==> src/rtl/reg_wb_writer.sv <==
// rtl/reg_wb_writer.sv - register-file write port merging ALU results with a queued mul/div stream
// Optional WB_STATS_EN adds saturating wr_cnt / kill_cnt statistics outputs.
module reg_wb_writer #(
  parameter int DEPTH        = 4,
  parameter int STARVE_LIMIT = 8
) (
  input  logic        clk,
  input  logic        rst_n,
  input  logic        alu_valid,
  output logic        alu_ready,
  input  logic [4:0]  alu_rd,
  input  logic [31:0] alu_data,
  input  logic        md_valid,
  output logic        md_ready,
  input  logic [4:0]  md_rd,
  input  logic [31:0] md_data,
  input  logic [4:0]  chk_reg,
  output logic        chk_pending,
`ifdef WB_STATS_EN
  output logic [15:0] wr_cnt,
  output logic [15:0] kill_cnt,
`endif
  output logic        reg_write_en,
  output logic [4:0]  write_reg,
  output logic [31:0] write_data
);

  localparam int AW = $clog2(DEPTH);

  logic [4:0]       q_rd   [DEPTH];
  logic [31:0]      q_data [DEPTH];
  logic [DEPTH-1:0] q_live;
  logic [AW-1:0]    wr_ptr, rd_ptr;
  logic [AW:0]      count;
  logic [7:0]       starve_cnt;

  logic empty, full, head_live, starve;
  logic alu_acc, alu_wr, push, push_store, push_killed, pop, pop_live;

  always_comb begin
    empty       = (count == '0);
    full        = (count == (AW+1)'(DEPTH));
    head_live   = !empty && q_live[rd_ptr];
    starve      = head_live && (starve_cnt >= 8'(STARVE_LIMIT));
    alu_ready   = !starve;
    md_ready    = !full;
    alu_acc     = alu_valid && alu_ready;
    alu_wr      = alu_acc && (alu_rd != 5'd0);
    push        = md_valid && md_ready;
    push_store  = push && (md_rd != 5'd0);
    // A same-cycle md result is older than the ALU result, so it dies on arrival.
    push_killed = push_store && alu_wr && (md_rd == alu_rd);
    pop         = !alu_wr && !empty;
    pop_live    = pop && head_live;
  end

  always_comb begin
    chk_pending = push_store && !push_killed && (md_rd == chk_reg);
    for (int i = 0; i < DEPTH; i++) begin
      if (q_live[i] && (q_rd[i] == chk_reg)) chk_pending = 1'b1;
    end
    if (chk_reg == 5'd0) chk_pending = 1'b0;
  end

  always_ff @(posedge clk) begin
    if (!rst_n) begin
      q_live       <= '0;
      wr_ptr       <= '0;
      rd_ptr       <= '0;
      count        <= '0;
      starve_cnt   <= '0;
      reg_write_en <= 1'b0;
      write_reg    <= 5'd0;
      write_data   <= 32'd0;
    end else begin
      for (int i = 0; i < DEPTH; i++) begin
        if (alu_wr && (q_rd[i] == alu_rd)) q_live[i] <= 1'b0;
      end
      if (pop) begin
        q_live[rd_ptr] <= 1'b0;
        rd_ptr         <= rd_ptr + 1'b1;
      end
      // Never aliases the popped slot: a pop with a push implies not full.
      if (push_store) begin
        q_rd[wr_ptr]   <= md_rd;
        q_data[wr_ptr] <= md_data;
        q_live[wr_ptr] <= !push_killed;
        wr_ptr         <= wr_ptr + 1'b1;
      end
      if (push_store && !pop)      count <= count + 1'b1;
      else if (!push_store && pop) count <= count - 1'b1;

      if (empty || pop)   starve_cnt <= '0;
      else if (head_live) starve_cnt <= starve_cnt + 8'd1;

      reg_write_en <= alu_wr || pop_live;
      if (alu_wr) begin
        write_reg  <= alu_rd;
        write_data <= alu_data;
      end else if (pop_live) begin
        write_reg  <= q_rd[rd_ptr];
        write_data <= q_data[rd_ptr];
      end
    end
  end

`ifdef WB_STATS_EN
  logic [5:0]  kill_inc;
  logic [16:0] wr_sum, kill_sum;

  always_comb begin
    kill_inc = '0;
    for (int i = 0; i < DEPTH; i++) begin
      if (alu_wr && q_live[i] && (q_rd[i] == alu_rd)) kill_inc = kill_inc + 6'd1;
    end
    if (alu_acc && (alu_rd == 5'd0)) kill_inc = kill_inc + 6'd1;
    if (push && (md_rd == 5'd0))     kill_inc = kill_inc + 6'd1;
    if (push_killed)                 kill_inc = kill_inc + 6'd1;
    wr_sum   = {1'b0, wr_cnt} + {16'd0, reg_write_en};
    kill_sum = {1'b0, kill_cnt} + {11'd0, kill_inc};
  end

  always_ff @(posedge clk) begin
    if (!rst_n) begin
      wr_cnt   <= '0;
      kill_cnt <= '0;
    end else begin
      wr_cnt   <= wr_sum[16]   ? 16'hFFFF : wr_sum[15:0];
      kill_cnt <= kill_sum[16] ? 16'hFFFF : kill_sum[15:0];
    end
  end
`endif

endmodule

==> config.mk <==
export PLATFORM = sky130hd
export DESIGN_NAME = reg_wb_writer
export DESIGN_NICKNAME = d
export VERILOG_FILES = /design/src/rtl/reg_wb_writer.sv
export SDC_FILE = /design/constraint.sdc
export NUM_CORES = 1
export LEC_CHECK = 0
export BUFFER_PORTS_ARGS = -buffer_cell sky130_fd_sc_hd__buf_4
export CAP_MARGIN = 5
export CELL_PAD_IN_SITES_DETAIL_PLACEMENT = 1
export CELL_PAD_IN_SITES_GLOBAL_PLACEMENT = 2
export CORE_MARGIN = 2
export CORE_UTILIZATION = 40
export CTS_CLUSTER_DIAMETER = 40
export DETAILED_ROUTE_END_ITERATION = 10
export HOLD_SLACK_MARGIN = 0.12
export PLACE_DENSITY = 0.78
export SETUP_SLACK_MARGIN = 0.2
export SLEW_MARGIN = 25
export SYNTH_ARGS = -nofsm -noshare
export SYNTH_HDL_FRONTEND = slang
export SYNTH_SLANG_ARGS = --single-unit
==> constraint.sdc <==
create_clock -name clk -period 3.1 [get_ports clk]
set_input_delay 0.155 -clock clk [delete_from_list [all_inputs] [get_ports clk]]
set_output_delay 0.155 -clock clk [all_outputs]
set_load 0.05 [all_outputs]
# Word-level counts from Yosys, hierarchy flattened
# Memories as Yosys holds them, arrays and structs flattened. A register that Yosys moved wholly into a read port is not among the register bits.
# Index checks and enable logic that the tools add are counted.
[word_totals]
register_bits = 57
elab_cells = 110
ramBits = 148
memories = 2
input_bits = 83
out_inout_bits = 41
[memory_table]
columns = ["memory", "depth", "word_bits", "read_ports", "rd_ports_with_merged_regs", "wr", "line", "rtl"]
rows = [
  ["q_data", 4, 32, 1, 1, 1, "31", "logic [31:0] q_data [DEPTH];"],
  ["q_rd", 4, 5, 5, 1, 1, "30", "logic [4:0] q_rd [DEPTH];"],
]
[op_classes]
muxes = 36
eq_ne = 11
n_lt_le_gt_ge = 5
addsub = 5
n_bitwise = 3
reduce_logical = 40
[ops]
columns = ["op", "count"]
rows = [
  ["two-way mux 32 bit", 2],
  ["== test 5 bit", 10],
  ["logical AND 1 bit", 24],
  ["two-way mux 1 bit", 19],
  ["two-way mux 4 bit", 3],
  ["two-way mux 5 bit", 2],
  ["nonzero test 5 bit", 2],
  ["adder 8 x 1 -> 8 bit (second input constant)", 1],
  [">= comparator 8 x 4 -> 1 bit (second input constant)", 1],
  ["two-way mux 2 bit", 4],
  ["zero test 1 bit", 7],
  ["less-than comparator 2 x 3 -> 1 bit (second input constant)", 2],
  ["two-way mux 3 bit", 2],
  ["zero test 5 bit", 1],
  ["adder 2 x 1 -> 2 bit (second input constant)", 2],
  ["bitwise AND 4 bit", 1],
  ["bitwise mux 4 bit", 1],
  ["demux 1 bit (select 2 bit)", 2],
  [">= comparator 2 x 1 -> 1 bit (second input constant)", 2],
  ["NOT 4 bit", 1],
  ["nonzero test 2 bit", 2],
  ["adder 3 x 1 -> 3 bit (second input constant)", 1],
  ["== test 3 bit (second input constant)", 1],
  ["zero test 3 bit", 1],
  ["other kinds (5)", 6],
]

# Longest topological paths before layout
# Gate-level depths: netlist (run 1).
[depth]
ltp_word = 17
mapped_depth = 10
depth_no_buf = 9

# Least setup slack after synthesis (run 1)
# OpenSTA, ideal clock, no wires.
[synth_path]
kind = "reg-to-reg"
start = "register rd_ptr[0]"
end = "register count[2]"
t_required_ps = 3024
path_stages_with_launch = 10
t_arrival_ps = 2557
setup_slack_ps = 468
setup_time_ps = 76
period_less_slack_ps = 2632
path_buffers = 0
path_cell_list = "dfxtp_1 -> mux4_2 -> o31a_2 -> o21ai_2 -> ha_1 -> inv_1 -> fa_1 -> xor2_1 -> or3_1 -> a21boi_0"
[synth_between]
elab_chain_len = 12
elab_cells_between_ends = 14
cone_classes = "mux (3); reduce/logical (11)"
[synth_rtl]
columns = ["element", "line", "rtl"]
rows = [
  ["from (decl)", "33", "logic [AW-1:0] wr_ptr, rd_ptr;"],
  ["from (signal assigned)", "81", "rd_ptr <= rd_ptr + 1'b1;"],
  ["binary-select mux 1 bit (select 2 bit) *", "43", "head_live = !empty && q_live[rd_ptr];"],
  ["two-way mux 1 bit (implied by the code) *", "43", ""],
  ["logical AND 1 bit *", "43", ""],
  ["logical AND 1 bit *", "44", "starve = head_live && (starve_cnt >= 8'(STARVE_LIMIT));"],
  ["zero test 1 bit *", "45", "alu_ready = !starve;"],
  ["logical AND 1 bit *", "47", "alu_acc = alu_valid && alu_ready;"],
  ["logical AND 1 bit *", "48", "alu_wr = alu_acc && (alu_rd != 5'd0);"],
  ["zero test 1 bit *", "53", "pop = !alu_wr && !empty;"],
  ["logical AND 1 bit *", "53", ""],
  ["zero test 1 bit", "90", "if (push_store && !pop) count <= count + 1'b1;"],
  ["logical AND 1 bit", "90", ""],
  ["two-way mux 3 bit / nonzero test 2 bit (equally long branches)", "n/a", ""],
  ["to (signal assigned)", "90", ""],
  ["to (signal assigned)", "91", "else if (!push_store && pop) count <= count - 1'b1;"],
  ["to (decl)", "34", "logic [AW:0] count;"],
]
# Mark *: on every way between the ends. The rest lies on a longest branch, timed or not. The select of a mux whose other input is x is not followed.
# A chain may end at the register's enable or synchronous reset.

# Worst setup path in the final report (run 1)
# Ends and elaborated chain as after synthesis.

==> flow_metrics.env, run 1 <==
export IMPL_drc_errors=0
export IMPL_syn_avg_cell_area_um2=15.5
export IMPL_synth_fa_ha_area_frac=0.0181
export IMPL_crit_fanout=5
export IMPL_syn2layout_area_growth_pct=35.4
export IMPL_wl_per_cell_um=22.5
export IMPL_num_antenna_cells=0
export IMPL_grt_max_degree=57
export IMPL_ios=124
export IMPL_drive_gt1_frac=0.307
export IMPL_cp_required_ns=3.50
export IMPL_seq_area_frac_synth=0.647
export IMPL_final_setup_skew_ns=0.0360
export IMPL_layout_min_cycle_time_ns=2.72
export IMPL_cp_slowest_cell="mux4_2"
export IMPL_hp_class="in2reg"
export IMPL_p_leak_uw=0.00425
export IMPL_reg2regPathDepth=9
export IMPL_wirelength_mm=24.0
export IMPL_cts_tree="built"
export IMPL_synthCells=560
export IMPL_dieArea_mm2=0.0229
export IMPL_vias_per_cell=5.44
export IMPL_synth_simple_gate_area_frac=0.0721
export IMPL_drtIter0Drc=382
export IMPL_drv_slew=0
export IMPL_rsz0062_at_grt="false"
export IMPL_ant_nets=0
export IMPL_grtUsageMet3=0.0398
export IMPL_synth_top_family_by_area="multiplexers"
export IMPL_clockBufferDepth=3
export IMPL_ys_ff_latch=207
export IMPL_rows=53
export IMPL_place_congestion=0.829
export IMPL_startpoint_type="flip-flop"
export IMPL_vdd_drop_max_uv=559
export IMPL_yosys_mux_area_fraction=0.103
export IMPL_hpwl_mm=14.5
export IMPL_tightest_slew_ns=0.982
export IMPL_synth_nets=655
export IMPL_grt_pass1_wl_mm=37.0
export IMPL_synth_cell_types=44
export IMPL_drv_cap=0
export IMPL_antenna_found_initial=0
export IMPL_arrival_ns=3.12
export IMPL_worstPathCellList="mux4_2 -> o31a_2 -> o21ai_4 -> ha_1 -> inv_1 -> fa_1 -> xor2_1 -> or3_1 -> a21boi_0"
export IMPL_grt_busiest_layer="met2"
export IMPL_largest_register="q_data"
export IMPL_grt_usage=0.215
export IMPL_path_clk_slew_ns=0.04
export IMPL_firstDrtPassIters=6
export IMPL_largest_reg_flops=128
export IMPL_final_nets=860
export IMPL_vias=5793
export IMPL_grt_pass1_vias=6563
export IMPL_crit_type="reg2reg"
export IMPL_grtUsageMet1=0.257
export IMPL_max_freq_mhz=368
export IMPL_min_period_over_period=0.877
export IMPL_initial_core_util=0.411
export IMPL_die_h_um=151
export IMPL_portBuffers=123
export IMPL_reg_top3="q_data (128), write_data (32), q_rd (20)"
export IMPL_yosys_area_share_xor_xnor=0.0584
export IMPL_clk_latency_ns=0.51
export IMPL_hold_viol=0
export IMPL_power_density_mw_per_mm2=761
export IMPL_outcome="completed"
export IMPL_clkSinkCount=207
export IMPL_cp_end_kind="flip-flop"
export IMPL_tns_ns=0
export IMPL_fp_dieW_um=151
export IMPL_timing_max_slew_rel_slack=0.344
export IMPL_cts_buffers=34
export IMPL_holdPathStages=4
export IMPL_cts_root_buf="clkbuf_16"
export IMPL_setup_viol=0
export IMPL_ff2ff_setup_slack_ns=0.38
export IMPL_synth_warnings=0
export IMPL_whs_ns=0.187
export IMPL_synth_compound_area_share=0.0708
export IMPL_design_core_area_mm2=0.0212
export IMPL_h_tree_depth=2
export IMPL_grtUsageMet2=0.385
export IMPL_synth_area_mm2=0.00869
export IMPL_max_stage_delay_ns=0.57
export IMPL_grt_overflow=0
==> area by class of cell <==
type	instances	area, um2
inverter	11	41.3
timing repair buffer	207	1810
sequential	207	5630
multi-input combinational	304	2820
clock buffer	42	932
clock inverter	18	194
fill	2001	9380
tap	275	344
==> critical path: cells and delay by family, from the launching register on <==
family	cells	cell delay (ns)
and+or+nand+nor	1	0.30
AOI/OAI and AO/OA	3	0.56
xor gates and xnor gates	1	0.18
muxes	1	0.57
buffers and inverters	1	0.06
DFF	1	0.37
adders and majority gates	2	0.60
==> cells in the mapped netlist (all sizes together) <==
cell / n / share of area
o21a: 1 / 0.0017
a21oi: 9 / 0.0078
a41oi: 2 / 0.0020
o2111ai: 1 / 0.0010
nand4: 3 / 0.0022
or3b: 1 / 0.0010
o22ai: 4 / 0.0029
o211ai: 1 / 0.00086
ha: 11 / 0.016
o21ai: 15 / 0.010
and2: 4 / 0.0029
nor2b: 32 / 0.023
mux2i: 4 / 0.0046
or4: 3 / 0.0030
inv: 11 / 0.0047
xnor2: 21 / 0.021
buf: 21 / 0.018
or3: 3 / 0.0022
nor4: 8 / 0.0058
nand2: 30 / 0.013
o211a: 1 / 0.0012
edfxtp: 148 / 0.51
fa: 1 / 0.0023
clkbuf: 17 / 0.0073
nand3: 10 / 0.0058
o311ai: 1 / 0.0019
o31a: 1 / 0.0012
xor2: 37 / 0.037
a31oi: 8 / 0.0058
dfxtp: 59 / 0.14
a21boi: 1 / 0.00086
and3: 6 / 0.0043
and4: 1 / 0.0010
nor3: 3 / 0.0017
a222oi: 29 / 0.033
mux4: 38 / 0.098
nor2: 14 / 0.0063
==> logic make-up after synthesis <==
group                    after synthesis
AO/OA/AOI/OAI                         74
XOR/XNOR                              58
flip-flops                           207
buffers and inverters                 49
adder cells (fa/ha/maj)               12
AND/OR/NAND/NOR                      118
multiplexers                          42
==> cells in the final DEF (no fill, tap or decap), drive strengths merged, types with 7 or more instances in the layout <==
cell type and n:
edfxtp 148, nand2 30, nor2b 32, dlygate4sd3 74, nor4 8, a31oi 8
mux4 38, dfxtp 59, inv 18, o21ai 15, xor2 37, xnor2 21
a21oi 9, ha 11, buf 133, nand3 10, a222oi 29, clkbuf 42
clkinv 7, nor2 14
==> metrics by stage <==
stage                     power, uW  std cells  utilization  instance area, um2  worst slack (ns)
after floorplan                4620        560            -                8690             0.468
after global placement         5120        930        0.468                9900             0.324
after detailed placement       5180        930        0.468                9900             0.241
after CTS                      9020       1064        0.556               11800             0.202
after global routing           9300       1064        0.557               11800             0.264
final                          8960       1064        0.557               11800             0.381
==> where the power goes <==
part	switching [uW]	internal [uW]	total [uW]
combinational	1010	816	1830
sequential	182	3200	3380
clock	1350	2400	3750
total	2550	6420	8960
==> final timing paths <==
kind | startpoint | to
worst max-delay path | rd_ptr[0] | count[2]
worst min-delay path | alu_valid | flip-flop
worst max register to register | rd_ptr[0] | count[2]
worst min register to register | starve_cnt[4] | starve_cnt[4]
==> routing by layer <==
layer  wire, um  vias to the layer above
met5          0                        -
met3       1290                       47
met4        623                        0
li1           -                     2594
met2      12700                      168
met1       9390                     2984
==> what timing repair did <==
action                                  4_1_cts  5_1_grt
endpoints found under the hold margin       185        0
hold buffers                                 74        0
setup buffers                                 0        0
endpoints found under the setup margin        0        2
resized for setup                             0        3
Power figures use the tool's default switching activity.
==> inputs of run 2 (changes only) <==
CORE_UTILIZATION = 41   (was 40)
PLACE_DENSITY = 0.8   (was 0.78)
==> run 2 against run 1 <==
Net effect:
- register-to-register slack better by 0.05 ns
- core utilization increased by 0.34 points
- clock skew decreased by 0.018 ns
- cell area fell by 0.66%
- non-clock buffer count shrank 2
- via count fell by 1.7%
- wire length fell by 3.7%
- critical endpoint is now chk_pending
==> flow_metrics.env, run 2 (synthesized netlist as in run 1, its figures left out) <==
export IMPL_place_area_mm2=0.00983
export IMPL_rsz0062_at_grt="false"
export IMPL_portBuffers=123
export IMPL_crit_fanout=14
export IMPL_hpwl_mm=14.1
export IMPL_rows=53
export IMPL_ant_nets=0
export IMPL_timing_max_slew_rel_slack=0.330
export IMPL_dieArea_mm2=0.0224
export IMPL_clock_power_share=0.415
export IMPL_grt_usage=0.209
export IMPL_crit_type="in2out"
export IMPL_firstDrtPassIters=6
export IMPL_p_int_uw=6250
export IMPL_drv_cap=0
export IMPL_grt_pass1_wl_mm=35.8
export IMPL_wl_per_cell_um=21.8
export IMPL_h_tree_depth=1
export IMPL_cp_required_ns=2.94
export IMPL_final_setup_skew_ns=0.0176
export IMPL_whs_ns=0.135
export IMPL_cts_tree="built"
export IMPL_syn2layout_area_growth_pct=34.5
export IMPL_clockBufferDepth=3
export IMPL_layout_common_cells="edfxtp_1, buf_4, dlygate4sd3_1"
export IMPL_drtIter0Drc=352
export IMPL_max_freq_mhz=364
export IMPL_clkSinkCount=207
export IMPL_vdd_drop_max_uv=455
export IMPL_cts_buffers=31
export IMPL_vias_per_cell=5.37
export IMPL_path_clk_slew_ns=0.06
export IMPL_wirelength_mm=23.1
export IMPL_arrival_ns=2.59
export IMPL_startpoint_type="primary input"
export IMPL_cts_root_buf="clkbuf_16"
export IMPL_power_density_mw_per_mm2=755
export IMPL_p_leak_uw=0.00421
export IMPL_drc_errors=0
export IMPL_hp_class="in2reg"
export IMPL_clk_latency_ns=0.56
export IMPL_swShare=0.292
export IMPL_vias=5694
export IMPL_fp_dieW_um=150
export IMPL_place_congestion=0.834
export IMPL_cp_end_kind="output port"
export IMPL_initial_core_util=0.416
export IMPL_grt_overflow=0
export IMPL_layout_min_cycle_time_ns=2.75
export IMPL_reg_top3="q_data (128), write_data (32), q_rd (20)"
export IMPL_final_common_cell="edfxtp_1"
export IMPL_fin_area_mm2=0.0117
export IMPL_num_antenna_cells=0
export IMPL_largest_register="q_data"
export IMPL_drive_gt1_frac=0.308
export IMPL_setup_viol=0
export IMPL_ios=124
export IMPL_final_nets=855
export IMPL_tns_ns=0
export IMPL_tightest_slew_ns=1.00
export IMPL_drv_slew=0
export IMPL_outcome="completed"
export IMPL_die_h_um=150
export IMPL_p_comb_frac=0.208
export IMPL_power_frac_seq=0.378
export IMPL_design_core_area_mm2=0.0209
export IMPL_switching_power_uw=2580
export IMPL_largest_reg_flops=128
export IMPL_antenna_found_initial=0
export IMPL_grt_pass1_vias=6370
export IMPL_hold_viol=0
export IMPL_min_period_over_period=0.886
export IMPL_grt_max_degree=57
-- run 2: path summary, 6_finish.rpt --
path                 startpoint            end  slack (ns)  cells past startpoint
setup / recovery      alu_rd[0]    chk_pending        0.35                      8
hold reg to reg   starve_cnt[4]  starve_cnt[4]        0.50                      2
setup reg to reg      rd_ptr[0]       count[2]        0.43                      9
hold / removal            rst_n  write_data[1]        0.14                      3
-- run 2: worst max-delay path, stage by stage --
cell           delay [ns]
dlygate4sd3_1        0.55
buf_4                0.18
or4_4                0.58
o21a_4               0.25
nand2_2              0.28
o2111ai_1            0.15
a21oi_1              0.21
buf_4                0.23
-- run 2: per-layer routing --
| layer | wire, um | global-route usage |
|---|---|---|
| met2 | 12400 | 0.381 |
| met1 | 9090 | 0.254 |
| met4 | 605 | 0.0695 |
| met5 | 0 | 0 |
| met3 | 975 | 0.0302 |
-- run 2: what timing repair did --
action / CTS / global route
pin swaps: 0 / 1
setup buffers: 0 / 2
resized for setup: 1 / 2
hold buffers: 74 / 0
endpoints found under the hold margin: 185 / 0
setup endpoints to repair: 1 / 1
gates cloned: 0 / 0
-- run 2: final cells by class --
cell class	instances	area (um2)
flip-flops and latches	207	5630
clock buffers	34	797
multi-input cells	304	2830
repair buffers	205	1750
well taps	275	344
inverters	11	41.3
fillers	1994	9190
clock inverters	24	305
-- run 2: per-stage QoR --
step	utilization	power [uW]	instances	setup slack (ns)
after floorplan	-	4620	560	0.468
after global routing	0.560	9180	1060	0.205
final	0.560	8830	1060	0.353
after detailed placement	0.470	5130	926	0.248
after global placement	0.469	5060	925	0.334
after CTS	0.559	8870	1058	0.226
-- run 2: power groups by stage --
stage / logic [uW] / registers [uW] / clock network, uW
after detailed placement: 1740 / 3390 / 0
after global placement: 1690 / 3370 / 0
after floorplan: 1060 / 3550 / 0
after global routing: 1990 / 3360 / 3830
final: 1830 / 3340 / 3660
after CTS: 1830 / 3340 / 3700
==> inputs of run 3 (changes only) <==
CTS_CLUSTER_DIAMETER = 80   (was 40)
RECOVER_POWER = 50   (was not set)
==> run 3 against run 2 <==
Net effect:
- global-route usage is 0.67 points lower
- combinational power is 4% lower
- critical path depth is 1 higher
- critical endpoint is now count[2]
- critical path type is now reg2reg
- sequential power hardly changed
- power is 13% lower
- final cell count is 1.5% lower
- die area stayed put
- core utilization is 3.2 points lower
- first-iteration DRC count is 2.8% higher
- sequential share of layout area is 2.9 points higher
- clock skew is 0.0094 ns lower
==> flow_metrics.env, run 3 (synthesized netlist as in run 1, its figures left out) <==
export IMPL_p_int_uw=5390
export IMPL_rr_startpoint="rd_ptr[0]"
export IMPL_power_density_mw_per_mm2=694
export IMPL_cp_required_ns=3.53
export IMPL_setup_viol=0
export IMPL_clock_power_share=0.336
export IMPL_grt_usage=0.203
export IMPL_swShare=0.295
export IMPL_reg2reg_to="count[2]"
export IMPL_cp_end_kind="flip-flop"
export IMPL_arrival_ns=3.20
export IMPL_layout_min_cycle_time_ns=2.77
export IMPL_cts_buffers=23
export IMPL_clockBufferDepth=3
export IMPL_place_congestion=0.834
export IMPL_fp_dieW_um=150
export IMPL_drtIter0Drc=362
export IMPL_vias_per_cell=5.39
export IMPL_layout_common_cells="edfxtp_1, clkbuf_1, dlygate4sd3_1"
export IMPL_clkSinkCount=207
export IMPL_num_antenna_cells=0
export IMPL_largest_reg_flops=128
export IMPL_cts_root_buf="clkbuf_16"
export IMPL_crit_fanout=5
export IMPL_hpwl_mm=14.1
export IMPL_ant_nets=0
export IMPL_final_common_cell="edfxtp_1"
export IMPL_reg_top3="q_data (128), write_data (32), q_rd (20)"
export IMPL_final_setup_skew_ns=0.00825
export IMPL_min_from="rst_n"
export IMPL_worstPathCellList="mux4_2 -> o31a_2 -> o21ai_4 -> ha_1 -> inv_1 -> fa_1 -> xor2_1 -> or3_1 -> a21boi_0"
export IMPL_cts_tree="built"
export IMPL_grt_overflow=0
export IMPL_p_leak_uw=0.00372
export IMPL_worst_path_buf_inv=1
export IMPL_drv_slew=0
export IMPL_syn2layout_area_growth_pct=26.8
export IMPL_portBuffers=123
export IMPL_grt_pass1_wl_mm=34.8
export IMPL_h_tree_depth=1
export IMPL_grt_pass1_vias=6217
export IMPL_hold_viol=0
export IMPL_max_stage_delay_ns=0.60
export IMPL_final_nets=847
export IMPL_design_core_area_mm2=0.0209
export IMPL_largest_register="q_data"
export IMPL_wirelength_mm=22.3
export IMPL_max_freq_mhz=361
export IMPL_rsz0062_at_grt="false"
export IMPL_drc_errors=0
export IMPL_outcome="completed"
export IMPL_timing_max_slew_rel_slack=0.317
export IMPL_die_h_um=150
export IMPL_whs_ns=0.189
export IMPL_initial_core_util=0.416
export IMPL_reg2regPathDepth=9
export IMPL_rows=53
export IMPL_ff2ff_setup_slack_ns=0.33
export IMPL_crit_type="reg2reg"
export IMPL_firstDrtPassIters=5
export IMPL_ios=124
export IMPL_p_comb_frac=0.228
export IMPL_wl_per_cell_um=21.4
export IMPL_hp_class="in2reg"
export IMPL_cp_slowest_cell="mux4_2"
export IMPL_tightest_slew_ns=1.02
export IMPL_switching_power_uw=2260
export IMPL_power_frac_seq=0.435
export IMPL_vias=5624
export IMPL_clk_latency_ns=0.51
export IMPL_tns_ns=0
export IMPL_min_period_over_period=0.893
export IMPL_vdd_drop_max_uv=423
export IMPL_cp_top_family="multiplexers"
export IMPL_antenna_found_initial=0
export IMPL_drive_gt1_frac=0.187
export IMPL_hold_end="write_data[25]"
export IMPL_holdPathStages=3
export IMPL_drv_cap=0
export IMPL_startpoint_type="flip-flop"
export IMPL_dieArea_mm2=0.0224
export IMPL_path_clk_slew_ns=0.06
export IMPL_grt_max_degree=57
-- run 3: layout make-up --
cell class | instances | area (um2)
fillers | 2093 | 9860
well taps | 275 | 344
clock inverters | 15 | 121
clock buffers | 27 | 601
multi-input cells | 304 | 2830
flip-flops and latches | 207 | 5630
repair buffers | 205 | 1460
inverters | 11 | 41.3
-- run 3: power by group through the flow --
stage | clock [uW] | combinational [uW] | sequential, uW
floorplan | 0 | 1060 | 3550
global placement | 0 | 1690 | 3370
detailed placement | 0 | 1740 | 3390
global route | 2740 | 1900 | 3360
finish | 2570 | 1750 | 3330
CTS | 2620 | 1830 | 3340
-- run 3: how the worst max path moves through the flow --
| stage | start | end | slack [ns] | cells after the start |
|---|---|---|---|---|
| CTS | rd_ptr[0] | count[2] | 0.22 | 9 |
| global route | rd_ptr[0] | count[2] | 0.11 | 9 |
| global placement | rd_ptr[0] | count[2] | 0.33 | 9 |
| detailed placement | rd_ptr[0] | count[2] | 0.25 | 9 |
| finish | rd_ptr[0] | count[2] | 0.33 | 9 |
| floorplan | rd_ptr[0] | count[2] | 0.47 | 9 |
-- run 3: tightest hold or removal path, stage by stage --
cell,delay [ns]
buf_4,0.28
o21ai_0,0.15
a31oi_1,0.05
-- run 3: metal layers --
metal	up-vias	track usage	share of wire
met5	-	0	0
met1	2885	0.255	0.40
met2	147	0.364	0.54
li1	2556	-	-
met3	36	0.0259	0.043
met4	0	0.0629	0.023
-- run 3: repair_timing --
item	in CTS	in global routing
buffers inserted	0	2
pin swaps	0	1
resized for setup	1	2
endpoints found under the hold margin	185	0
hold buffers	74	0
setup endpoints to repair	1	1
-- run 3: through the flow --
| step | util | total power (uW) | area, um2 | setup slack, ns | instances |
|---|---|---|---|---|---|
| after CTS | 0.541 | 7790 | 11300 | 0.222 | 1042 |
| after global routing | 0.528 | 8000 | 11000 | 0.106 | 1044 |
| after global placement | 0.469 | 5060 | 9800 | 0.334 | 925 |
| after floorplan | - | 4620 | 8690 | 0.468 | 560 |
| after detailed placement | 0.470 | 5130 | 9830 | 0.248 | 926 |
| final | 0.528 | 7650 | 11000 | 0.333 | 1044 |
